[src/rtl/fnd_pkg.sv]
// Shared definitions for the FND scan controller: digit count, common-line
// encodings, scan state encoding and slot-length helpers.
package fnd_pkg;

  localparam int unsigned NUM_DIGITS  = 4;
  localparam int unsigned POS_W       = 2;
  localparam logic [3:0]  FND_COM_OFF = 4'b1111;

  typedef enum logic {
    BLANK = 1'b0,
    DRIVE = 1'b1
  } scan_state_e;

  // Clock cycles per digit slot.
  function automatic int unsigned calc_div(input int unsigned clk_hz,
                                           input int unsigned scan_hz);
    return clk_hz / scan_hz;
  endfunction

  // Active-low common pattern for a position, honouring the per-position blank.
  function automatic logic [3:0] com_for(input logic [POS_W-1:0] pos,
                                         input logic [3:0]       mask);
    return mask[pos] ? FND_COM_OFF : ~(4'b0001 << pos);
  endfunction

endpackage

[src/rtl/scan_prescaler.sv]
// Modulo-DIV slot counter with run enable and synchronous active-low clear.
// Ports:
//   i_clk          system clock
//   i_reset        synchronous active-low clear
//   i_enable       count enable; low clears the count to 0
//   o_cnt_q        current count, 0..DIV-1
//   o_slot_end_c   high while enabled on the last cycle of a slot
//   o_blank_end_c  high while enabled on the last blanking cycle
module scan_prescaler #(
  parameter int unsigned DIV          = 10,
  parameter int unsigned BLANK_CYCLES = 3,
  parameter int unsigned CNT_W        = 4
) (
  input  logic             i_clk,
  input  logic             i_reset,
  input  logic             i_enable,
  output logic [CNT_W-1:0] o_cnt_q,
  output logic             o_slot_end_c,
  output logic             o_blank_end_c
);

  // Clamp so the compare constant stays legal when blanking is disabled.
  localparam int unsigned BLANK_LAST = (BLANK_CYCLES > 0) ? BLANK_CYCLES - 1 : 0;

  logic [CNT_W-1:0] cnt_d;

  // Strobes and next count.
  always_comb begin
    cnt_d         = o_cnt_q;
    o_slot_end_c  = i_enable && (o_cnt_q == CNT_W'(DIV - 1));
    o_blank_end_c = (BLANK_CYCLES != 0) && i_enable &&
                    (o_cnt_q == CNT_W'(BLANK_LAST));
    if (!i_enable || o_slot_end_c) begin
      cnt_d = '0;
    end else begin
      cnt_d = o_cnt_q + CNT_W'(1);
    end
  end

  // Count register.
  always_ff @(posedge i_clk) begin
    if (!i_reset) begin
      o_cnt_q <= '0;
    end else begin
      o_cnt_q <= cnt_d;
    end
  end

endmodule

[src/rtl/fnd_scan_controller.sv]
// Time-multiplexing scan controller for a 4-digit 7-segment display. Each
// digit slot opens with an all-off blanking window, then drives the common
// line of the current position unless that position is masked.
// Ports:
//   i_clk            system clock
//   i_reset          synchronous active-low reset
//   i_enable         scan run enable; low freezes position and blanks
//   i_blank_mask     per-position blank (bit p blanks position p)
//   o_digitPosition  current digit position (0 = ones digit)
//   o_fndCom         active-low digit commons, bit p = position p
//   o_scanTick       one-cycle pulse on every position advance
module fnd_scan_controller
  import fnd_pkg::*;
#(
  parameter int unsigned CLK_HZ       = 100_000_000,
  parameter int unsigned SCAN_HZ      = 1000,
  parameter int unsigned BLANK_CYCLES = 1000
) (
  input  logic       i_clk,
  input  logic       i_reset,
  input  logic       i_enable,
  input  logic [3:0] i_blank_mask,
  output logic [1:0] o_digitPosition,
  output logic [3:0] o_fndCom,
  output logic       o_scanTick
);

  localparam int unsigned DIV   = calc_div(CLK_HZ, SCAN_HZ);
  localparam int unsigned CNT_W = (DIV > 2) ? $clog2(DIV) : 1;

  if (DIV < 2) begin : g_div_chk
    $error("fnd_scan_controller: CLK_HZ/SCAN_HZ must be at least 2");
  end
  if (BLANK_CYCLES >= DIV) begin : g_blank_chk
    $error("fnd_scan_controller: BLANK_CYCLES must be less than CLK_HZ/SCAN_HZ");
  end

  logic [CNT_W-1:0] cnt;
  logic             slot_end_c;
  logic             blank_end_c;

  scan_state_e      state_q, state_d;
  logic [POS_W-1:0] pos_q, pos_d;
  logic [3:0]       com_q, com_d;
  logic             tick_q, tick_d;

  scan_prescaler #(
    .DIV          (DIV),
    .BLANK_CYCLES (BLANK_CYCLES),
    .CNT_W        (CNT_W)
  ) u_prescaler (
    .i_clk         (i_clk),
    .i_reset       (i_reset),
    .i_enable      (i_enable),
    .o_cnt_q       (cnt),
    .o_slot_end_c  (slot_end_c),
    .o_blank_end_c (blank_end_c)
  );

  // State, position and output registers.
  always_ff @(posedge i_clk) begin
    if (!i_reset) begin
      state_q <= BLANK;
      pos_q   <= '0;
      com_q   <= FND_COM_OFF;
      tick_q  <= 1'b0;
    end else begin
      state_q <= state_d;
      pos_q   <= pos_d;
      com_q   <= com_d;
      tick_q  <= tick_d;
    end
  end

  // Next state and outputs. With zero blanking a fresh slot (cnt==0 out of
  // reset or re-enable) goes straight to drive on its first enabled edge.
  always_comb begin
    state_d = state_q;
    pos_d   = pos_q;
    com_d   = com_q;
    tick_d  = 1'b0;
    if (!i_enable) begin
      state_d = BLANK;
      com_d   = FND_COM_OFF;
    end else if (slot_end_c) begin
      pos_d  = pos_q + POS_W'(1);
      tick_d = 1'b1;
      if (BLANK_CYCLES > 0) begin
        state_d = BLANK;
        com_d   = FND_COM_OFF;
      end else begin
        state_d = DRIVE;
        com_d   = com_for(pos_d, i_blank_mask);
      end
    end else if (state_q == BLANK &&
                 (blank_end_c || (BLANK_CYCLES == 0 && cnt == '0))) begin
      state_d = DRIVE;
      com_d   = com_for(pos_q, i_blank_mask);
    end
  end

  assign o_digitPosition = pos_q;
  assign o_fndCom        = com_q;
  assign o_scanTick      = tick_q;

endmodule

[config.mk]
export PLATFORM = sky130hd
export DESIGN_NAME = fnd_scan_controller
export DESIGN_NICKNAME = d
export VERILOG_FILES = /design/src/rtl/fnd_pkg.sv /design/src/rtl/scan_prescaler.sv /design/src/rtl/fnd_scan_controller.sv
export SDC_FILE = /design/constraint.sdc
export NUM_CORES = 1
export LEC_CHECK = 0
export CAP_MARGIN = 10
export CORE_AREA = 2 2 62 64
export DETAILED_ROUTE_END_ITERATION = 10
export DIE_AREA = 0 0 64 66
export HOLD_SLACK_MARGIN = 0.1
export PLACE_DENSITY = 0.48
export SLEW_MARGIN = 10
export SYNTH_ARGS = -nofsm -noshare
export SYNTH_HDL_FRONTEND = slang
export SYNTH_HIERARCHICAL = 1
export SYNTH_SLANG_ARGS = --single-unit
[constraint.sdc]
create_clock -name i_clk -period 4.2 [get_ports i_clk]
set_input_delay 0.84 -clock i_clk [delete_from_list [all_inputs] [get_ports i_clk]]
set_output_delay 0.84 -clock i_clk [all_outputs]
set_load 0.03 [all_outputs]
==> metrics.csv, run 1 <==
stage,metric,value,unit
cts,clock-pin transition on the worst setup and hold timing paths,0.14,ns
die,I/O pin cnt,14,
worst_setup_path,crit path DAT,1.54,ns
die,Die Footprint,4220,um^2
detailed_routing,DRT Wirelength,2260,um
worst_setup_path,end point of the critical path,o_digitPosition[0],
power_and_ir_drop,sequential share of power,0.665,
yosys,#FFs+latches synth,25,
die,die height,66,um
worst_setup_path,Reg2Reg Depth,4,
placement,pre-CTS setup slack,1.54,ns
worst_setup_path,CP Buf/Inv Count,1,
power_and_ir_drop,Pint,282,uW
detailed_routing,routed wl met2,1020,um
final_layout,Filler cells,362,
power_and_ir_drop,Comb pwr share,0.038,
final_layout,Multi-input gate area,642,um^2
yosys,Post-synth top flop,dfxtp_1,
die,Die X,64,um
placement,GP Congestion,0.786,
worst_setup_path,family with the most delay on the worst path,buffers and inverters,
worst_setup_path,worst path required time,3.36,ns
worst_setup_path,WP depth,1,
cts,hold_buf cts,0,
cts,clock tree buffer depth,2,
power_and_ir_drop,Worst IR Drop VDD,0.102,mV
worst_setup_path,startpoint type of the worst setup path,flip-flop,
sta,unrepaired setup endpoints after global routing,false,
status,status,"finished, final reports clean",
cts,CTS tree,built,
die,Starting Density,0.333,
sta,worst slew pin tran,0.772,ns
sta,final hold slack,0.455,ns
sta,Pins Over Slew Limit,0,
final_layout,Diodes inserted,0,
power_and_ir_drop,Clk pwr share,0.297,
global_routing,initial antenna violation count,0,
detailed_routing,Max Used Layer,met4,
worst_setup_path,flop2flop setup slack,2.14,ns
worst_setup_path,crit-path cells,clkdlybuf4s50_1,
yosys,synthesized area per cell,9.09,um^2
final_layout,# nets final,157,
worst_setup_path,R2R Path End,u_prescaler/o_cnt_q[16],
sta,Final setup viols,0,
detailed_routing,vias after detailed routing,916,
sta,TNS Setup,0,ns
worst_setup_path,crit path max-delay cell type,clkdlybuf4s50_1,
placement,DP HPWL,1590,um
detailed_routing,met3 wire len,54,um
detailed_routing,WL/cell,11.7,um
die,core area,3550,um^2
detailed_routing,TritonRoute pass-1 iters,4,
worst_setup_path,Critical Path Start,o_digitPosition[0],
global_routing,vias in the first global route,889,
placement,port buffer count,13,
global_routing,first-pass GRT wire length,3870,um
sta,Max Clk Rate,420,MHz
sta,setup ws final,1.82,ns
detailed_routing,final routed DRC violation total,0,
power_and_ir_drop,total power,359,uW
power_and_ir_drop,Leakage Power,0.428,nW
yosys,number of synthesized flops with an enable pin,0,
detailed_routing,post-route ant nets,0,
worst_setup_path,Setup crit end kind,primary output,
sta,skew final,0.00946,ns
sta,worst rel slew slack,0.484,
worst_setup_path,max incr delay on CP,0.73,ns
power_and_ir_drop,Switch Pwr,76.7,uW
sta,fin crit period,2.38,ns
final_layout,layout cells sized above 1,0.0625,
worst_setup_path,reg2reg start,u_prescaler/o_cnt_q[3],
global_routing,grt total ovfl,0,
detailed_routing,Iter 0 DRT Violations,34,
yosys,Syn Inst Count,130,
cts,Worst-Skew Late Latency,0.31,ns
final_layout,Syn-to-layout area delta,16.6,%
hold_path,worst min path class,reg2reg,
detailed_routing,DRT met1 WL,1160,um
yosys,Post-synth ARST share,0,
detailed_routing,via/cell ratio,4.77,
worst_setup_path,Crit Path Max Fanout,6,
sta,final hold vios,0,
final_layout,register area,500,um^2
cts,postcts setup bufs,0,
yosys,Yosys warnings,6,
global_routing,Tot GR Track Use,0.120,
power_and_ir_drop,Sw Share,0.214,
yosys,synthesized cell area,1180,um^2
power_and_ir_drop,cell area power density,261,nW/um^2
sta,Tcrit/Tclk final,0.567,
global_routing,largest net degree at the start of global routing,18,
cts,clk sinks,25,
die,row cnt,22,
cts,post-CTS sizing,0,
cts,CTS Root Cell,clkbuf_4,
yosys,syn_nets,142,
cts,H-Tree Depth,1,
job,max_cap viols,0,
worst_setup_path,Worst Setup Path Type,reg2out,
cts,CTS Buf Count,3,
yosys,synth unique cells,31,
final_layout,fin util,0.388,
yosys,"Seq/Total Area, Yosys",0.424,
==> routing by layer <==
| metal | vias up | track usage |
|---|---|---|
| li1 | 483 | - |
| met1 | 423 | 0.139 |
| met2 | 8 | 0.208 |
| met3 | 2 | 0.0273 |
| met4 | 0 | 0.0571 |
| met5 | - | 0 |
==> cells in the mapped netlist (2+ instances only) <==
| master | number | area [um^2] |
|---|---|---|
| inv_1 | 4 | 15.0 |
| dfxtp_1 | 25 | 500 |
| nand2_1 | 11 | 41.3 |
| nor2_1 | 20 | 75.1 |
| nand3b_1 | 4 | 30.0 |
| nor4_1 | 5 | 31.3 |
| xor2_1 | 4 | 35.0 |
| o22ai_1 | 4 | 25.0 |
| or4_1 | 2 | 15.0 |
| ha_1 | 5 | 62.6 |
| nor3_1 | 5 | 25.0 |
| nand4_1 | 5 | 31.3 |
| buf_4 | 2 | 15.0 |
| xnor2_1 | 11 | 96.3 |
| nand3_1 | 7 | 35.0 |
==> worst min path at each step <==
stage / start / end / slack (ns) / depth (start not counted)
6_report: u_prescaler/o_cnt_q[0] / u_prescaler/o_cnt_q[0] / 0.45 / 1
2_1_floorplan: u_prescaler/o_cnt_q[0] / u_prescaler/o_cnt_q[0] / 0.42 / 1
5_1_grt: u_prescaler/o_cnt_q[0] / u_prescaler/o_cnt_q[0] / 0.51 / 1
4_1_cts: u_prescaler/o_cnt_q[0] / u_prescaler/o_cnt_q[0] / 0.46 / 1
3_5_place_dp: u_prescaler/o_cnt_q[0] / u_prescaler/o_cnt_q[0] / 0.44 / 1
3_3_place_gp: u_prescaler/o_cnt_q[0] / u_prescaler/o_cnt_q[0] / 0.43 / 1
==> power by group through the flow <==
stage	sequential, mW	clock (mW)	combinational, mW
after CTS	0.239	0.116	0.0141
after global placement	0.244	0	0.0136
after floorplan	0.244	0	0.00620
after global routing	0.239	0.127	0.0151
final	0.239	0.107	0.0137
after detailed placement	0.244	0	0.0140
==> flip-flops by register name, indices dropped and copies added, names as in the netlist <==
register,flops
o_digitPosition,2
o_fndCom,4
o_scanTick,1
u_prescaler/o_cnt_q,17
state_q,1
==> cells by family (layout without fill, tap and decap cells) <==
logic type,Yosys count,in the layout,share of synthesized area
flops,25,25,0.424
simple gates,67,67,0.307
mux,1,1,0.0191
fa+ha+maj,5,5,0.0530
buf+inv,8,22,0.0328
compound gates,9,9,0.0530
xor+xnor,15,15,0.111
==> cell type report <==
| class | instances | share of cell area |
|---|---|---|
| flip-flops and latches | 25 | 0.363 |
| repair buffers | 13 | 0.0945 |
| clock buffers | 4 | 0.0191 |
| inverters | 5 | 0.0136 |
| well taps | 48 | 0.0436 |
| multi-input cells | 97 | 0.466 |
==> through the flow <==
stage / instances / area, um^2
2_1_floorplan: 130 / 1180
3_3_place_gp: 188 / 1350
3_5_place_dp: 188 / 1350
4_1_cts: 192 / 1380
5_1_grt: 192 / 1380
6_report: 192 / 1380
==> cells in the final DEF, fill, tap and decap left out, types with 2 or more instances in the layout <==
cell type        count
dfxtp_1             25
nor2_1              20
clkdlybuf4s50_1     13
nand2_1             11
xnor2_1             11
nand3_1              7
ha_1                 5
nand4_1              5
nor4_1               5
nor3_1               5
inv_1                4
nand3b_1             4
o22ai_1              4
xor2_1               4
clkbuf_4             3
or4_1                2
(Power assumes the default switching activity.)
==> inputs of run 2 (changes only) <==
Clock period 4.2 ns to 2.39 ns, I/O delays scaled along.
==> run 2 against run 1 <==
Utilization increased by 0.74 points. Via count increased by 1.7%. Global-route usage increased by 0.38 points. Critical path depth unchanged. Die area unchanged. Power increased by 80%. Count of clock-buffer cells in the layout decreased by 1.
==> metrics.csv, run 2 (synthesis gave the netlist of run 1 again) <==
stage,metric,value,unit,change
die,row cnt,22,,unchanged
worst_setup_path,crit path DAT,1.54,ns,about the same
sta,final hold slack,0.455,ns,about the same
final_layout,layout cells sized above 1,0.0884,,was 0.0625
power_and_ir_drop,Worst IR Drop VDD,0.221,mV,was 0.102 mV
die,I/O pin cnt,14,,unchanged
worst_setup_path,worst path required time,1.91,ns,was 3.36 ns
detailed_routing,via/cell ratio,4.78,,was 4.77
final_layout,Syn-to-layout area delta,18.9,%,was 16.6%
cts,postcts setup bufs,0,,unchanged
global_routing,largest net degree at the start of global routing,16,,was 18
hold_path,Hold EP,u_prescaler/o_cnt_q[0],,unchanged
cts,Worst-Skew Late Latency,0.33,ns,was 0.31 ns
placement,dpl cell area,1370,um^2,was 1350 um^2
power_and_ir_drop,cell area power density,460,nW/um^2,was 261 nW/um^2
job,max_cap viols,0,,unchanged
worst_setup_path,Setup crit end kind,primary output,,unchanged
worst_setup_path,flop2flop setup slack,0.49,ns,was 2.14 ns
final_layout,number of flip-flops in the largest register,17,,unchanged
cts,clk sinks,25,,unchanged
global_routing,Tot GR Track Use,0.124,,was 0.120
placement,GP Congestion,0.751,,was 0.786
hold_path,worst min path class,reg2reg,,unchanged
cts,CTS tree,built,,unchanged
worst_setup_path,family with the most delay on the worst path,buffers and inverters,,unchanged
global_routing,grt total ovfl,0,,unchanged
worst_setup_path,R2R Path End,u_prescaler/o_cnt_q[16],,unchanged
sta,skew final,0.0183,ns,was 0.00946 ns
final_layout,Diodes inserted,0,,unchanged
die,die height,66,um,unchanged
placement,port buffer count,13,,unchanged
detailed_routing,DRT Wirelength,2280,um,was 2260 um
cts,post-CTS sizing,0,,unchanged
global_routing,initial antenna violation count,0,,unchanged
hold_path,Hold Crit Depth,1,,unchanged
power_and_ir_drop,Leakage Power,0.441,nW,was 0.428 nW
sta,final hold vios,0,,unchanged
final_layout,fin cells,195,,was 192
detailed_routing,vias after detailed routing,932,,was 916
worst_setup_path,Reg2Reg Depth,5,,was 4
final_layout,Largest Register,u_prescaler/o_cnt_q,,unchanged
sta,setup ws final,0.371,ns,was 1.82 ns
cts,H-Tree Depth,1,,unchanged
global_routing,vias in the first global route,926,,was 889
worst_setup_path,reg2reg start,u_prescaler/o_cnt_q[10],,was u_prescaler/o_cnt_q[3]
cts,CTS Buf Count,3,,unchanged
placement,DP HPWL,1680,um,was 1590 um
sta,unrepaired setup endpoints after global routing,false,,unchanged
cts,clock-pin transition on the worst setup and hold timing paths,0.15,ns,was 0.14 ns
status,status,"finished, final reports clean",,unchanged
final_layout,final instance area,1400,um^2,was 1380 um^2
sta,worst rel slew slack,0.719,,was 0.484
detailed_routing,Iter 0 DRT Violations,39,,was 34
worst_setup_path,max incr delay on CP,0.73,ns,about the same
sta,Pins Over Slew Limit,0,,unchanged
cts,hold_buf cts,0,,unchanged
die,Die Footprint,4220,um^2,unchanged
sta,Tcrit/Tclk final,0.845,,
sta,worst slew pin tran,0.417,ns,was 0.772 ns
cts,clock tree buffer depth,2,,unchanged
worst_setup_path,CP Buf/Inv Count,1,,unchanged
final_layout,"commonest non-fill, non-tap cell in the layout",dfxtp_1,,unchanged
die,Starting Density,0.333,,unchanged
worst_setup_path,crit path max-delay cell type,clkdlybuf4s50_1,,unchanged
final_layout,"commonest cells after routing, fill and taps aside","dfxtp_1 (25), nor2_1 (20), clkdlybuf4s50_1 (13), nand2_1 (11), xnor2_1 (11)",,unchanged
detailed_routing,post-route ant nets,0,,unchanged
placement,placed cell count,191,,was 188
detailed_routing,final routed DRC violation total,0,,unchanged
worst_setup_path,crit-path cells,clkdlybuf4s50_1,,unchanged
sta,Final setup viols,0,,unchanged
detailed_routing,WL/cell,11.7,um,about the same
worst_setup_path,Crit Path Max Fanout,6,,unchanged
detailed_routing,TritonRoute pass-1 iters,4,,unchanged
final_layout,Filler cells,362,,unchanged
sta,TNS Setup,0,ns,unchanged
worst_setup_path,Worst Setup Path Type,reg2out,,unchanged
cts,CTS Root Cell,clkbuf_4,,unchanged
sta,Max Clk Rate,495,MHz,
die,core area,3550,um^2,unchanged
final_layout,# nets final,160,,was 157
sta,fin crit period,2.02,ns,
hold_path,HP Start,u_prescaler/o_cnt_q[0],,unchanged
worst_setup_path,startpoint type of the worst setup path,flip-flop,,unchanged
placement,pre-CTS setup slack,0.306,ns,was 1.54 ns
global_routing,first-pass GRT wire length,4090,um,was 3870 um
die,Die X,64,um,unchanged
-- run 2: changes by cell type in the layout (fill, tap and decap cells not counted) --
cell	before	now
buf_4	0	3
clkbuf_1	1	0
clkinvlp_4	0	1
-- run 2: worst max-delay path by stage --
stage / from / cells after the start / endpoint
finish: o_digitPosition[0] / 1 / o_digitPosition[0]
global placement: i_enable / 7 / o_fndCom[2]
CTS: o_digitPosition[0] / 1 / o_digitPosition[0]
floorplan: u_prescaler/o_cnt_q[3] / 7 / o_digitPosition[0]
detailed placement: i_enable / 7 / o_fndCom[0]
global route: o_digitPosition[0] / 1 / o_digitPosition[0]
-- run 2: cell type report --
| class | instances | area [um^2] | share of cell area |
|---|---|---|---|
| Inverter | 5 | 18.8 | 0.0134 |
| Clock buffer | 3 | 22.5 | 0.0160 |
| Clock inverter | 1 | 7.51 | 0.00535 |
| Timing Repair Buffer | 16 | 153 | 0.109 |
| Sequential cell | 25 | 500 | 0.357 |
| Tap cell | 48 | 60.1 | 0.0428 |
| Multi-Input combinational cell | 97 | 642 | 0.457 |
-- run 2: through the flow --
stage	power [mW]	utilization
finish	0.646	0.395
global route	0.681	0.395
CTS	0.659	0.395
detailed placement	0.456	0.387
global placement	0.455	0.387
floorplan	0.439	-
-- run 2: per-layer routing --
layer	wire length, um	GRT usage	vias up
li1	-	-	489
met1	1120	0.148	429
met2	1060	0.202	10
met3	64	0.0290	4
met4	36	0.0734	0
met5	0	0	-
-- run 2: power by group --
part | internal [mW] | total, mW | switching, mW
clock network | 0.0641 | 0.200 | 0.135
logic | 0.0145 | 0.0264 | 0.0119
registers | 0.419 | 0.420 | 0.00110
total | 0.497 | 0.646 | 0.148
==> inputs of run 3 (changes only) <==
Settings changed: PLACE_DENSITY 0.48 to 0.5.
Clock period 2.39 ns to 1.75 ns, I/O delays scaled along.
==> run 3 against run 2 <==
Global-route usage up 0.49 points. Count of clock-buffer cells in the layout up 1. Flip-flop and latch count unchanged. Clock skew down 0.0097 ns. Hold slack worse by 0.0021 ns. Combinational power up 53%. Setup slack worse by 0.30 ns. Design area up 11%. Via count up 7.4%. Highest routed layer unchanged. Largest cell class unchanged. Utilization up 4.5 points. Wire length up 7.3%. Non-clock buffer count up 16.
==> metrics.csv, run 3 (synthesis gave the netlist of run 1 again) <==
stage,metric,value,unit,change
power_and_ir_drop,Comb pwr share,0.046,,was 0.041
cts,clock tree buffer depth,2,,unchanged
detailed_routing,post-route ant nets,0,,unchanged
placement,GP Congestion,0.803,,was 0.751
sta,Tcrit/Tclk final,0.960,,
power_and_ir_drop,Switch Pwr,187,uW,was 148 uW
power_and_ir_drop,sequential share of power,0.658,,was 0.650
worst_setup_path,crit path max-delay cell type,clkdlybuf4s50_1,,unchanged
sta,fin crit period,1.68,ns,
die,die height,66,um,unchanged
power_and_ir_drop,Sw Share,0.215,,was 0.230
final_layout,Largest Register,u_prescaler/o_cnt_q,,unchanged
final_layout,number of flip-flops in the largest register,17,,unchanged
worst_setup_path,flop2flop setup slack,0.10,ns,was 0.49 ns
sta,worst slew pin tran,0.352,ns,was 0.417 ns
global_routing,largest net degree at the start of global routing,18,,was 16
sta,setup ws final,0.0701,ns,was 0.371 ns
final_layout,# nets final,176,,was 160
final_layout,Diodes inserted,0,,unchanged
power_and_ir_drop,Pint,683,uW,was 497 uW
die,row cnt,22,,unchanged
final_layout,"commonest non-fill, non-tap cell in the layout",dfxtp_1,,unchanged
sta,final hold slack,0.453,ns,was 0.455 ns
worst_setup_path,family with the most delay on the worst path,buffers and inverters,,unchanged
hold_path,Hold EP,u_prescaler/o_cnt_q[0],,unchanged
die,Die X,64,um,unchanged
power_and_ir_drop,Leakage Power,0.550,nW,was 0.441 nW
cts,clock-pin transition on the worst setup and hold timing paths,0.14,ns,was 0.15 ns
placement,dpl cell area,1510,um^2,was 1370 um^2
sta,Max Clk Rate,595,MHz,
power_and_ir_drop,total power,871,uW,was 646 uW
final_layout,final instance area,1570,um^2,was 1400 um^2
placement,DP HPWL,1820,um,was 1680 um
worst_setup_path,worst path required time,1.40,ns,was 1.91 ns
cts,clk sinks,25,,unchanged
hold_path,Hold Crit Depth,1,,unchanged
sta,Final setup viols,0,,unchanged
cts,CTS Root Cell,clkbuf_4,,unchanged
cts,H-Tree Depth,1,,unchanged
placement,placed cell count,207,,was 191
global_routing,vias in the first global route,944,,was 926
detailed_routing,WL/cell,11.6,um,was 11.7 um
detailed_routing,final routed DRC violation total,0,,unchanged
detailed_routing,Iter 0 DRT Violations,42,,was 39
detailed_routing,via/cell ratio,4.74,,was 4.78
sta,final hold vios,0,,unchanged
worst_setup_path,Reg2Reg Depth,6,,was 5
worst_setup_path,Crit Path Max Fanout,2,,was 6
cts,hold_buf cts,0,,unchanged
global_routing,first-pass GRT wire length,4240,um,was 4090 um
global_routing,Tot GR Track Use,0.129,,was 0.124
cts,CTS tree,built,,unchanged
final_layout,"commonest cells after routing, fill and taps aside","dfxtp_1 (21), nor2_1 (20), buf_4 (18), nand2_1 (11), xnor2_1 (11)",,"was dfxtp_1 (25), nor2_1 (20), clkdlybuf4s50_1 (13), nand2_1 (11), xnor2_1 (11)"
detailed_routing,DRT Wirelength,2450,um,was 2280 um
cts,postcts setup bufs,0,,unchanged
sta,Pins Over Slew Limit,0,,unchanged
final_layout,Syn-to-layout area delta,32.5,%,was 18.9%
sta,skew final,0.00867,ns,was 0.0183 ns
final_layout,fin cells,211,,was 195
worst_setup_path,R2R Path End,o_digitPosition[0],,was u_prescaler/o_cnt_q[16]
worst_setup_path,reg2reg start,u_prescaler/o_cnt_q[8],,was u_prescaler/o_cnt_q[10]
detailed_routing,TritonRoute pass-1 iters,4,,unchanged
worst_setup_path,Setup crit end kind,primary output,,unchanged
cts,CTS Buf Count,3,,unchanged
hold_path,worst min path class,reg2reg,,unchanged
worst_setup_path,max incr delay on CP,0.66,ns,was 0.73 ns
die,Starting Density,0.333,,unchanged
worst_setup_path,crit path DAT,1.33,ns,was 1.54 ns
worst_setup_path,startpoint type of the worst setup path,flip-flop,,unchanged
die,Die Footprint,4220,um^2,unchanged
detailed_routing,vias after detailed routing,1001,,was 932
hold_path,HP Start,u_prescaler/o_cnt_q[0],,unchanged
worst_setup_path,CP Buf/Inv Count,1,,unchanged
sta,worst rel slew slack,0.763,,was 0.719
power_and_ir_drop,Worst IR Drop VDD,0.252,mV,was 0.221 mV
status,status,"finished, final reports clean",,unchanged
power_and_ir_drop,Clk pwr share,0.296,,was 0.309
job,max_cap viols,0,,unchanged
final_layout,layout cells sized above 1,0.215,,was 0.0884
worst_setup_path,crit-path cells,clkdlybuf4s50_1,,unchanged
placement,port buffer count,13,,unchanged
worst_setup_path,Worst Setup Path Type,reg2out,,unchanged
sta,unrepaired setup endpoints after global routing,true,,was false
cts,Worst-Skew Late Latency,0.31,ns,was 0.33 ns
placement,pre-CTS setup slack,-0.0883,ns,was 0.306 ns
die,core area,3550,um^2,unchanged
power_and_ir_drop,cell area power density,556,nW/um^2,was 460 nW/um^2
global_routing,initial antenna violation count,0,,unchanged
global_routing,grt total ovfl,0,,unchanged
die,I/O pin cnt,14,,unchanged
## run 3: cell types whose count changed in the layout (fill, tap and decap cells not counted), sizes merged
cell           delta
clkbuf            +1
clkinvlp          -1
dlymetal6s2s      +1
dlygate4sd2       +2
clkdlybuf4s50     -3
buf              +16
## run 3: routing by layer
layer	wire, um	global-route usage	vias to the layer above	share of wire
met4	23	0.0489	0	0.0094
met1	1200	0.158	468	0.49
met2	1170	0.221	12	0.48
met5	0	0	-	0
li1	-	-	519	-
met3	63	0.0256	2	0.026
## run 3: worst max-delay path by stage
stage                                start                  to  slack, ns  cells past startpoint
CTS                 u_prescaler/o_cnt_q[3]         o_fndCom[1]      0.009                      8
global placement                  i_enable         o_fndCom[2]      -0.05                      7
detailed placement                i_enable         o_fndCom[1]      -0.09                      7
global route        u_prescaler/o_cnt_q[8]  o_digitPosition[0]      -0.02                      6
floorplan           u_prescaler/o_cnt_q[3]  o_digitPosition[0]       0.04                      7
finish                         o_fndCom[3]         o_fndCom[3]       0.07                      1
## run 3: cell type report
cell class / instances / area (um^2)
fill: 361 / 1990
tap: 48 / 60.1
clock buffer: 4 / 26.3
timing repair buffer: 32 / 285
sequential: 25 / 505
inverter: 5 / 18.8
multi-input combinational: 97 / 669
## run 3: power groups by stage
stage	Combinational [mW]	Clock (mW)	Sequential [mW]
final	0.0403	0.258	0.573
after global placement	0.0402	0	0.585
after floorplan	0.0149	0	0.585
after global routing	0.0434	0.302	0.573
after detailed placement	0.0409	0	0.585
after CTS	0.0411	0.272	0.573
## run 3: repair_timing
action                                 CTS  global route
endpoints found under the hold margin    0             0
gates cloned                             0             0
pin swaps                                0             0
resized for setup                        3             9
setup endpoints to repair                6             9
## run 3: per-stage QoR
step           utilization  TNS (ns)
2_1_floorplan            -         0
3_3_place_gp         0.424    -0.169
3_5_place_dp         0.424    -0.325
4_1_cts              0.433         0
5_1_grt              0.441   -0.0269
6_report             0.441         0
